===== src/rtl/jk_cmd_sequencer.sv =====
// Command FIFO feeding a downstream JK flip-flop, one command per flip-flop edge,
// with a reference model of Q that checks the read-back value and counts errors.
module jk_cmd_sequencer #(
    parameter int DEPTH = 4,
    parameter int CNT_W = 8
) (
    input  logic             i_clk,
    input  logic             i_rst,
    input  logic             i_cmd_valid,
    input  logic [1:0]       i_cmd,
    output logic             o_cmd_ready,
    input  logic             i_clear_err,
    input  logic             i_q_in,
    output logic             o_j,
    output logic             o_k,
    output logic             o_busy,
    output logic             o_exp_q,
    output logic             o_mismatch,
    output logic [CNT_W-1:0] o_err_count,
    output logic [CNT_W-1:0] o_cmd_count
);
    localparam int AW = (DEPTH > 1) ? $clog2(DEPTH) : 1;
    localparam logic [AW:0] OCC_FULL = (AW+1)'(DEPTH);

    typedef enum logic [1:0] {
        S_IDLE  = 2'd0,
        S_DRIVE = 2'd1,
        S_CHECK = 2'd2
    } state_t;

    state_t           r_state, w_state_nxt;
    logic [1:0]       r_mem [DEPTH];
    logic [AW-1:0]    r_wptr, r_rptr;
    logic [AW:0]      r_occ;
    logic [1:0]       r_cur_cmd;
    logic             r_j, r_k, r_exp_q, r_mismatch;
    logic [CNT_W-1:0] r_err, r_cnt;
    logic             w_push, w_pop, w_empty, w_fail;
    logic [1:0]       w_head;

    assign w_empty     = (r_occ == '0);
    assign o_cmd_ready = (r_occ != OCC_FULL);
    assign w_push      = i_cmd_valid & o_cmd_ready;
    assign w_head      = r_mem[r_rptr];
    assign w_fail      = (r_state == S_CHECK) && (i_q_in != r_exp_q);

    assign o_j         = r_j;
    assign o_k         = r_k;
    assign o_exp_q     = r_exp_q;
    assign o_mismatch  = r_mismatch;
    assign o_err_count = r_err;
    assign o_cmd_count = r_cnt;
    assign o_busy      = (r_state != S_IDLE) || !w_empty;

    always_comb begin
        w_state_nxt = r_state;
        w_pop       = 1'b0;
        case (r_state)
            S_IDLE: begin
                if (!w_empty) begin
                    w_pop       = 1'b1;
                    w_state_nxt = S_DRIVE;
                end
            end
            S_DRIVE: w_state_nxt = S_CHECK;
            S_CHECK: begin
                if (!w_empty) begin
                    w_pop       = 1'b1;
                    w_state_nxt = S_DRIVE;
                end else begin
                    w_state_nxt = S_IDLE;
                end
            end
            default: w_state_nxt = S_IDLE;
        endcase
    end

    // Storage needs no reset: occupancy alone decides what is valid.
    always_ff @(posedge i_clk) begin
        if (w_push) r_mem[r_wptr] <= i_cmd;
    end

    always_ff @(posedge i_clk or posedge i_rst) begin
        if (i_rst) begin
            r_state   <= S_IDLE;
            r_wptr    <= '0;
            r_rptr    <= '0;
            r_occ     <= '0;
            r_cur_cmd <= 2'b00;
            r_j       <= 1'b0;
            r_k       <= 1'b0;
        end else begin
            r_state <= w_state_nxt;
            if (w_push) r_wptr <= r_wptr + AW'(1);
            if (w_pop)  r_rptr <= r_rptr + AW'(1);
            case ({w_push, w_pop})
                2'b10:   r_occ <= r_occ + (AW+1)'(1);
                2'b01:   r_occ <= r_occ - (AW+1)'(1);
                default: r_occ <= r_occ;
            endcase
            if (w_pop) r_cur_cmd <= w_head;
            // J/K are live only for the DRIVE cycle that follows a pop.
            r_j <= w_pop & w_head[1];
            r_k <= w_pop & w_head[0];
        end
    end

    always_ff @(posedge i_clk or posedge i_rst) begin
        if (i_rst) begin
            r_exp_q    <= 1'b0;
            r_mismatch <= 1'b0;
            r_err      <= '0;
            r_cnt      <= '0;
        end else begin
            if (r_state == S_DRIVE) begin
                case (r_cur_cmd)
                    2'b01:   r_exp_q <= 1'b0;
                    2'b10:   r_exp_q <= 1'b1;
                    2'b11:   r_exp_q <= ~r_exp_q;
                    default: r_exp_q <= r_exp_q;
                endcase
            end
            if (r_state == S_CHECK) r_cnt <= r_cnt + CNT_W'(1);
            // A failure landing on a clear restarts the count at one.
            if (w_fail) begin
                r_mismatch <= 1'b1;
                if (i_clear_err)    r_err <= CNT_W'(1);
                else if (r_err != '1) r_err <= r_err + CNT_W'(1);
            end else if (i_clear_err) begin
                r_mismatch <= 1'b0;
                r_err      <= '0;
            end
        end
    end
endmodule


===== config.mk =====
export PLATFORM = sky130hd
export DESIGN_NAME = jk_cmd_sequencer
export DESIGN_NICKNAME = d
export VERILOG_FILES = /design/src/rtl/jk_cmd_sequencer.sv
export SDC_FILE = /design/constraint.sdc
export NUM_CORES = 1
export LEC_CHECK = 0
export ABC_AREA = 1
export BUFFER_PORTS_ARGS = -buffer_cell sky130_fd_sc_hd__buf_2
export CAP_MARGIN = 20
export CORE_AREA = 2 2 66 68
export CTS_BUF_LIST = sky130_fd_sc_hd__clkbuf_8
export DETAILED_ROUTE_END_ITERATION = 6
export DIE_AREA = 0 0 68 70
export PLACE_DENSITY = 0.76
export SLEW_MARGIN = 20
export SYNTH_ARGS = -nofsm -noshare
export SYNTH_HDL_FRONTEND = slang
export SYNTH_SLANG_ARGS = --single-unit

===== constraint.sdc =====
create_clock -name i_clk -period 1.6 [get_ports i_clk]
set_input_delay 0.24 -clock i_clk [delete_from_list [all_inputs] [get_ports i_clk]]
set_output_delay 0.24 -clock i_clk [all_outputs]
set_load 0.05 [all_outputs]

==> results.md, run 1 <==
- Minimum clock period: 1.61 ns
- CP top delay family: adder cells
- Core Area: about 4100 µm²
- Buffers and inverters on the worst path: 3
- # clock sinks: 39
- Crit-path most repeated cell: inv_2
- Initial antenna violation count: 0
- Vias in the first global route: 1,467
- Initial core utilization: 47.3%
- # hold bufs at CTS: 0
- RSZ-0062 raised after global routing: true
- Worst path slowest cell: dfrtp_1
- First-pass GRT wire length: 6130 µm
- Post-place setup slack: -0.110 ns
- Share of post-route cells with drive strength above 1: 28.5%
- DR vias: around 1,500
- Row count: 24
- Vias per cell: 4.70
- Pwr dens: 1800 nW/µm²
- Worst path cell trace: inv_2 > nand3_2 > nand2_2 > inv_2 > ha_4 > inv_2 > fa_2 > a21oi_2 > o21ai_1 > xor2_1
- Drt wl/cell: 10.6 µm
- Rel. slew slack: 73.4%
- CP Data Required Time: 1.77 ns
- Setup Skew: 0.00889 ns
- Clk buf depth: 2
- Worst path max stage delay: 0.39 ns
- Syn Inst Count: 221
- Part of the cycle the worst path needs: 101%
- Die Width: 68 µm
- H-tree depth: 2
- Final Hold Vio Count: 0
- Worst skew pair latency: 0.29 ns
- Worst R2R Start: r_occ[2]
- CP endpoint kind: register
- Num CTS Buffers: 5
- Dpl cell area: 2290 µm²
- Largest net degree at the start of global routing: 32
- Die Ht: around 70 µm
- Synth warn: 0
- Final GP Congestion: around 0.83
- Die Area: around 4800 µm²
- Ant. Diodes: 0
- Sequential area share after synthesis: 51.8%
- Reg2reg end: r_occ[2]
- DRC Markers: 0
- Buffers added on ports: 28
- Final setup viols: 1
- Startpoint class of the critical path: register
- Max Slew Vio Count: 0
- Root Buffer: clkbuf_8
- DP HPWL: 2600 µm
- Design area: 2430 µm²
- Status: complete, but fails checks
- Worst-path clk slew: 0.08 ns
- Syn Area/Cell: 8.87 µm²
- Yosys reg bits: 39
- CP Data Arrival Time: 1.78 ns
- Total grt overflow: 0
- Iter 0 DRT Violations: 94
- Drt total wl: around 3500 µm
- P_leak: 1.26 nW
- R2r setup slk: -0.009 ns
- Worst Slack Setup Final: -0.00880 ns
- P&R area growth vs syn: 24.1%
- Maxcap violations: 0
- First drt pass iteration count: 4
- Failing checks: setup timing
- Syn nets: 236
- Final std cells w/o fill: 326
- Hold Path Class: input pin to async pin
- Actual slew at the worst max-slew pin: 0.399 ns
- F_max: between 0.6 and 0.7 GHz
- Syn Std Cell Area: 1960 µm²
- DRT antenna net count: 0
- Top Ports: 29
- Total track usage: between 15 and 20%
- Critical path class: register to register
- Synth cell types: 26
- FF-to-FF path depth: 10
- Critical path peak fanout: 2
- Layout net count: 288
- Number of cells after detailed placement: 313
- VDD IR max: a little over 900 µV
- CTS tree: yes
-- synthesized netlist by cell type (all sizes together) --
master  instances  area share [%]
edfxtp          8              12
nor3            4             1.3
fa              1             1.0
dfrtp          31              40
nand4           4             1.3
inv            43             8.4
xor2            8             3.6
o21ai          15             4.4
a21oi           4             1.0
nand3          13             4.2
nor2           26             6.0
xnor2           1            0.45
nand3b          1            0.38
ha              7             4.5
nand2          54              11
o211ai          1            0.38
-- layout by cell type, fill, tap and decap left out, types with 2 or more instances in the layout --
| master | instances |
|---|---|
| a21oi_1 | 3 |
| buf_2 | 27 |
| buf_4 | 16 |
| buf_6 | 2 |
| clkbuf_8 | 5 |
| dfrtp_1 | 31 |
| edfxtp_1 | 8 |
| ha_1 | 6 |
| inv_1 | 38 |
| inv_2 | 5 |
| nand2_1 | 49 |
| nand2_2 | 2 |
| nand2_4 | 3 |
| nand3_1 | 9 |
| nand3_2 | 2 |
| nand3_4 | 2 |
| nand4_1 | 4 |
| nor2_1 | 22 |
| nor2_2 | 2 |
| nor2_4 | 2 |
| nor3_1 | 3 |
| o21ai_0 | 9 |
| o21ai_1 | 3 |
| o21ai_2 | 3 |
| xor2_1 | 8 |
-- cell families (layout without fill, tap and decap cells) --
| family | Yosys count | in the layout | synth area share [%] |
|---|---|---|---|
| simple gates | 102 | 102 | 24.5 |
| buf+inv | 43 | 96 | 8.36 |
| flops | 39 | 39 | 51.8 |
| compound gates | 20 | 20 | 5.81 |
| xor+xnor | 9 | 9 | 4.02 |
| fa+ha+maj | 8 | 8 | 5.49 |
-- worst register-to-register path, cell delays in order (launching register included) --
cell and delay [ns]:
dfrtp_1 0.39, inv_2 0.06, nand3_2 0.07, nand2_2 0.06
inv_2 0.08, ha_4 0.13, inv_2 0.03, fa_2 0.34
a21oi_2 0.11, o21ai_1 0.08, xor2_1 0.14
-- registers in the layout, summed over array words and instances (netlist names) --
name         count
r_rptr           2
r_state          2
o_err_count      8
o_j              1
o_mismatch       1
o_exp_q          1
r_mem            8
o_k              1
r_wptr           2
r_occ            3
r_cur_cmd        2
o_cmd_count      8
-- repair_timing --
item,CTS,global route
resized for setup,5,3
setup endpoints to repair,3,2
setup buffers,4,1
pin swaps,2,0
-- worst max path at each step --
stage	end	cells past startpoint	from	slack, ns
final	r_occ[2]	10	r_occ[2]	-0.009
after floorplan	r_occ[2]	9	r_occ[0]	-0.22
after global placement	r_occ[2]	10	r_occ[0]	-0.07
after global routing	r_occ[2]	10	r_occ[1]	-0.09
after CTS	r_occ[2]	10	r_occ[2]	-0.003
after detailed placement	r_occ[2]	10	r_occ[0]	-0.11
-- final cells by class --
cell class	instances	area, µm²
fill	385	1710
timing repair buffer	45	278
clock inverter	3	16.3
tap	52	65.1
clock buffer	5	68.8
inverter	43	164
multi-input combinational	139	825
sequential	39	1020
-- where the power goes --
group	internal (W)	total, W	switching, W	leakage (nW)
clock	0.000298	0.000639	0.000341	0.0453
sequential	0.00133	0.00155	0.000217	0.469
combinational	0.000814	0.00220	0.00138	0.741
-- metrics by stage --
stage	hold slack [ns]	util [%]	total power, W	setup TNS, ns
global placement	0.339	55.3	0.00357	-0.0676
finish	0.0104	58.7	0.00439	-0.00880
global route	0.0535	58.7	0.00478	-0.141
detailed placement	0.348	55.3	0.00364	-0.110
CTS	0.0217	58.4	0.00443	-0.00275
floorplan	0.339	-	0.00304	-0.317
-- layer usage --
layer  global-route usage, %  wire [µm]
met5                       0          0
met3                    4.99        111
met1                    20.4       1570
met2                    27.2       1700
met4                    8.22         79
(Power assumes the default switching activity.)
==> run 2, diff against run 1 <==
SKIP_CTS_REPAIR_TIMING = 1   (was unset)
==> run 2 against run 1 <==
  * The run still ends with setup timing left
  * Flip-flop and latch count stayed put
  * Setup slack got worse by 0.0038 ns
  * Via count shrank 0.39%
  * Critical path depth unchanged
  * Cell count fell by 0.31%
  * Sequential power about the same
  * Register-to-register slack about the same
  * Core utilization down 0.27 points
  * Global-route usage decreased by 0.24 points
  * Hold slack hardly changed
  * Critical endpoint unchanged
  * Largest cell class unchanged
  * Largest power group unchanged
==> results.md, run 2 (synthesized netlist as in run 1, its figures left out) <==
- Combinational power share: 49.7% (was 50.1%)
- Part of the cycle the worst path needs: 101% (about the same)
- Failing checks: setup timing (unchanged)
- RSZ-0062 raised after global routing: true (unchanged)
- Max Slew Vio Count: 0 (unchanged)
- Highest-count cells in the layout ignoring fill and taps: nand2_1, inv_1, dfrtp_1, buf_2, nor2_1 (unchanged)
- Worst Slack Setup Final: -0.0126 ns (was -0.00880 ns)
- Iter 0 DRT Violations: 98 (was 94)
- VDD IR max: 917 µV (was 911 µV)
- Core Area: 4140 µm² (unchanged)
- # clock sinks: 39 (unchanged)
- Buffers added on ports: 28 (unchanged)
- Vias in the first global route: 1,448 (was 1,467)
- P&R area growth vs syn: 23.5% (was 24.1%)
- CP Data Required Time: 1.77 ns (about the same)
- Final Hold Vio Count: 0 (unchanged)
- Total track usage: 16.7% (was 17.0%)
- Root Buffer: clkbuf_8 (unchanged)
- Die Ht: 70 µm (unchanged)
- DR vias: 1,526 (was 1,532)
- Post-place setup slack: -0.110 ns (unchanged)
- Vias per cell: 4.70 (about the same)
- CP Data Arrival Time: 1.78 ns (about the same)
- Setup Skew: 0.00785 ns (was 0.00889 ns)
- Rel. slew slack: 73.4% (about the same)
- Final std cells w/o fill: 325 (was 326)
- Share of post-route cells with drive strength above 1: 27.8% (was 28.5%)
- Worst skew pair latency: 0.29 ns (about the same)
- Largest net degree at the start of global routing: 32 (unchanged)
- Critical path peak fanout: 3 (was 2)
- Switch share: 44.4% (was 44.2%)
- Clk buf depth: 2 (unchanged)
- Number of cells after detailed placement: 313 (unchanged)
- Worst path max stage delay: 0.36 ns (was 0.39 ns)
- H-tree depth: 2 (unchanged)
- Top Ports: 29 (unchanged)
- F_max: 0.620 GHz (was 0.622 GHz)
- Ant. Diodes: 0 (unchanged)
- Crit-path most repeated cell: inv_2 (unchanged)
- Final GP Congestion: 0.827 (unchanged)
- Switching power: 0.00193 W (was 0.00194 W)
- Initial core utilization: 47.3% (unchanged)
- DP HPWL: 2600 µm (unchanged)
- Actual slew at the worst max-slew pin: 0.399 ns (about the same)
- Worst path slowest cell: dfrtp_1 (unchanged)
- Initial antenna violation count: 0 (unchanged)
- Register share of total power: 35.6% (was 35.4%)
- Clock power share: 14.7% (was 14.6%)
- CP endpoint kind: register (unchanged)
- Row count: 24 (unchanged)
- Num CTS Buffers: 5 (unchanged)
- Die Width: 68 µm (unchanged)
- Minimum clock period: 1.61 ns (about the same)
- Pwr dens: 1800 nW/µm² (about the same)
- Layout net count: 287 (was 288)
- P_leak: 1.25 nW (was 1.26 nW)
- Hold Path Class: input pin to async pin (unchanged)
- Most common cell after layout, fill and taps aside: nand2_1 (unchanged)
- DRT antenna net count: 0 (unchanged)
- Total grt overflow: 0 (unchanged)
- CTS tree: yes (unchanged)
- P_int: 0.00242 W (was 0.00245 W)
- Worst path cell trace: inv_2 > nand3_2 > nand2_2 > inv_2 > ha_4 > inv_2 > fa_2 > a21oi_2 > o21ai_1 > xor2_1 (unchanged)
- Final setup viols: 1 (unchanged)
- Maxcap violations: 0 (unchanged)
- Drt wl/cell: 10.6 µm (about the same)
- Drt total wl: 3460 µm (about the same)
- Startpoint class of the critical path: register (unchanged)
- First-pass GRT wire length: 6040 µm (was 6130 µm)
- Worst-path clk slew: 0.08 ns (about the same)
- Die Area: 4760 µm² (unchanged)
- Status: complete, but fails checks (unchanged)
- First drt pass iteration count: 4 (unchanged)
- DRC Markers: 0 (unchanged)
- Critical path class: register to register (unchanged)
-- run 2: cell types whose count changed in the layout (fill, tap and decap cells not counted) --
cell,change
buf_6,-1
inv_1,+1
inv_2,-1
-- run 2: power groups by stage --
stage	clock network, W	registers [W]	logic [W]
after floorplan	0	0.00196	0.00108
after global placement	0	0.00155	0.00201
after detailed placement	0	0.00157	0.00207
after CTS	0.000676	0.00155	0.00208
after global routing	0.000726	0.00159	0.00242
final	0.000641	0.00155	0.00216
-- run 2: worst paths after layout --
check                           startpoint             end  slack [ns]  cells past startpoint
worst max-delay path              r_occ[1]        r_occ[2]       -0.01                     10
worst min-delay path                 i_rst  o_err_count[0]        0.01                      3
worst max register to register    r_occ[1]        r_occ[2]       -0.01                     10
worst min register to register   r_rptr[1]       r_rptr[1]        0.49                      1
max in group asynchronous            i_rst  o_cmd_count[3]        1.29                      3
min in group i_clk                i_cmd[1]     r_mem[2][1]        0.17                      1
-- run 2: metrics by stage --
step,utilization (%),power [W],setup TNS (ns),cell area (µm²),hold WS [ns]
final,58.4,0.00435,-0.0126,2420,0.0105
after global routing,58.4,0.00473,-0.103,2420,0.0540
after CTS,57.3,0.00431,-0.170,2380,0.0217
after detailed placement,55.3,0.00364,-0.110,2290,0.348
after global placement,55.3,0.00357,-0.0676,2290,0.339
after floorplan,-,0.00304,-0.317,2000,0.339
-- run 2: routing by layer --
| layer | track usage (%) | part of all wire, % |
|---|---|---|
| met1 | 19.9 | 46 |
| met2 | 27.0 | 49 |
| met3 | 4.99 | 3.2 |
| met4 | 8.22 | 2.3 |
| met5 | 0 | 0 |
-- run 2: critical path: cells and delay by family, from the launching register on --
kind	cells	cell delay, ns
XOR/XNOR	1	0.14
adder cells (fa/ha/maj)	2	0.47
AO/OA/AOI/OAI	2	0.19
flip-flops	1	0.36
AND/OR/NAND/NOR	2	0.14
buffers and inverters	3	0.19
-- run 2: final cells by class --
class	count	area, µm²
Fill cell	386	1720
Sequential cell	39	1020
Multi-Input combinational cell	139	825
Timing Repair Buffer	44	267
Inverter	43	164
Clock buffer	5	68.8
Tap cell	52	65.1
Clock inverter	3	16.3
==> run 3, diff against run 2 <==
CORE_AREA = 2 2 71 73   (was 2 2 66 68)
DIE_AREA = 0 0 73 75   (was 0 0 68 70)
PLACE_DENSITY = 0.68   (was 0.76)
==> run 3 against run 2 <==
  * The flow still finishes with violations (setup timing)
  * Power fell by 0.39%
  * Via count fell by 1.8%
  * Design area fell by 0.10%
  * Global-route usage fell by 2.3 points
  * Die area rose by 15%
  * Clock power fell by 4.8%
  * Combinational power barely moved
  * Fmax fell by 1.5%
==> results.md, run 3 (synthesized netlist as in run 1, its figures left out) <==
- Status: complete, but fails checks (unchanged)
- Setup tns final: -0.0370 ns (was -0.0126 ns)
- CTS tree: yes (unchanged)
- Gr busiest metal: met2 (unchanged)
- Final Hold Vio Count: 0 (unchanged)
- CP Data Arrival Time: 1.81 ns (was 1.78 ns)
- Highest-count cells in the layout ignoring fill and taps: nand2_1, inv_1, dfrtp_1, buf_2, nor2_1 (unchanged)
- DRC Markers: 0 (unchanged)
- Vias in the first global route: 1,473 (was 1,448)
- F_max: 0.611 GHz (was 0.620 GHz)
- Top Ports: 29 (unchanged)
- Initial core utilization: 42.1% (was 47.3%)
- Drt total wl: 3470 µm (was 3460 µm)
- P_leak: 1.25 nW (about the same)
- Total grt overflow: 0 (unchanged)
- Initial antenna violation count: 0 (unchanged)
- WHS: 0.0226 ns (was 0.0105 ns)
- First-pass GRT wire length: 6140 µm (was 6040 µm)
- Largest net degree at the start of global routing: 32 (unchanged)
- Row count: 25 (was 24)
- VDD IR max: 886 µV (was 917 µV)
- Iter 0 DRT Violations: 62 (was 98)
- Worst path slowest cell: dfrtp_1 (unchanged)
- Final GP Congestion: 0.797 (was 0.827)
- Pwr dens: 1790 nW/µm² (was 1800 nW/µm²)
- RSZ-0062 raised after global routing: true (unchanged)
- Setup Skew: 0.00755 ns (was 0.00785 ns)
- Rel. slew slack: 74.2% (was 73.4%)
- Die Ht: 75 µm (was 70 µm)
- Worst path cell trace: inv_2 > nand3_2 > nand2_2 > inv_2 > ha_4 > inv_2 > fa_2 > a21oi_2 > o21ai_1 > xor2_1 (unchanged)
- P&R area growth vs syn: 23.4% (was 23.5%)
- DRT antenna net count: 0 (unchanged)
- Startpoint class of the critical path: register (unchanged)
- Worst-path clk slew: 0.07 ns (was 0.08 ns)
- GR Util met2: 25.4% (was 27.0%)
- Actual slew at the worst max-slew pin: 0.387 ns (was 0.399 ns)
- Crit-path most repeated cell: inv_2 (unchanged)
- DR vias: 1,498 (was 1,526)
- CP Data Required Time: 1.77 ns (about the same)
- H-tree depth: 2 (unchanged)
- Hold Path Class: input pin to async pin (unchanged)
- Total track usage: 14.4% (was 16.7%)
- Minimum clock period: 1.64 ns (was 1.61 ns)
- Num CTS Buffers: 5 (unchanged)
- FF-to-FF path depth: 10 (unchanged)
- R2r setup slk: -0.04 ns (was -0.01 ns)
- Buffers added on ports: 28 (unchanged)
- Layout net count: 286 (was 287)
- Part of the cycle the worst path needs: 102% (was 101%)
- # clock sinks: 39 (unchanged)
- Routing usage on met1: 17.1% (was 19.9%)
- Dpl cell area: 2290 µm² (about the same)
- Die Area: 5480 µm² (was 4760 µm²)
- Critical path class: register to register (unchanged)
- Root Buffer: clkbuf_8 (unchanged)
- Critical path peak fanout: 3 (unchanged)
- Failing checks: setup timing (unchanged)
- DP HPWL: 2660 µm (was 2600 µm)
- Worst Slack Setup Final: -0.0370 ns (was -0.0126 ns)
- Most common cell after layout, fill and taps aside: nand2_1 (unchanged)
- Max Slew Vio Count: 0 (unchanged)
- Clk buf depth: 2 (unchanged)
- Met3 global-route usage: 3.61% (was 4.99%)
- Vias per cell: 4.60 (was 4.70)
- Worst skew pair latency: 0.28 ns (was 0.29 ns)
- Worst path max stage delay: 0.36 ns (about the same)
- Die Width: 73 µm (was 68 µm)
- Drt wl/cell: 10.6 µm (about the same)
- Design area: 2420 µm² (about the same)
- Final setup viols: 1 (unchanged)
- Worst R2R Start: r_occ[0] (was r_occ[1])
- Ant. Diodes: 0 (unchanged)
- CP endpoint kind: register (unchanged)
- Share of post-route cells with drive strength above 1: 27.9% (was 27.8%)
- Core Area: 4660 µm² (was 4140 µm²)
- Post-place setup slack: -0.133 ns (was -0.110 ns)
- First drt pass iteration count: 4 (unchanged)
- Reg2reg end: r_occ[2] (unchanged)
- Maxcap violations: 0 (unchanged)
-- run 3: cell count changes in the layout (fill, tap and decap cells not counted), sizes merged --
cell,delta
buf,-1
clkinvlp,-1
inv,+1
-- run 3: worst max path at each step --
stage | end | cells after the start | from | slack [ns]
floorplan | r_occ[2] | 9 | r_occ[0] | -0.22
global placement | r_occ[2] | 10 | r_occ[0] | -0.09
detailed placement | r_occ[2] | 10 | r_occ[0] | -0.13
CTS | r_occ[2] | 10 | r_occ[0] | -0.15
global route | r_occ[2] | 10 | r_occ[1] | -0.14
finish | r_occ[2] | 10 | r_occ[0] | -0.04
-- run 3: through the flow --
step	utilization, %	cells	total power [W]
after CTS	50.8	322	0.00425
after detailed placement	49.0	314	0.00362
after global placement	49.0	314	0.00356
final	51.9	326	0.00433
after floorplan	-	221	0.00304
after global routing	51.9	326	0.00471
-- run 3: routing by layer --
metal / routed length (µm) / share of wire, %
met3: 107 / 3.1
met2: 1710 / 49
met1: 1630 / 47
met4: 17 / 0.49
met5: 0 / 0
-- run 3: where the power goes --
group / switching [W] / total [W] / internal (W)
Sequential: 0.000210 / 0.00154 / 0.00133
Clock: 0.000317 / 0.000610 / 0.000293
Combinational: 0.00138 / 0.00218 / 0.000794
Total: 0.00191 / 0.00433 / 0.00242
-- run 3: worst max-delay path, delay by kind of cell, from the launching register on --
kind	cells	cell delay, ns
adders and majority gates	2	0.47
and+or+nand+nor	2	0.15
xor gates and xnor gates	1	0.16
AOI/OAI and AO/OA	2	0.21
DFF	1	0.36
buffers and inverters	3	0.18
-- run 3: cell type report --
type	instances	area, µm²
Inverter	43	164
Tap cell	54	67.6
Fill cell	445	2240
Clock buffer	5	68.8
Timing Repair Buffer	43	262
Sequential cell	39	1020
Multi-Input combinational cell	139	828
Clock inverter	3	12.5
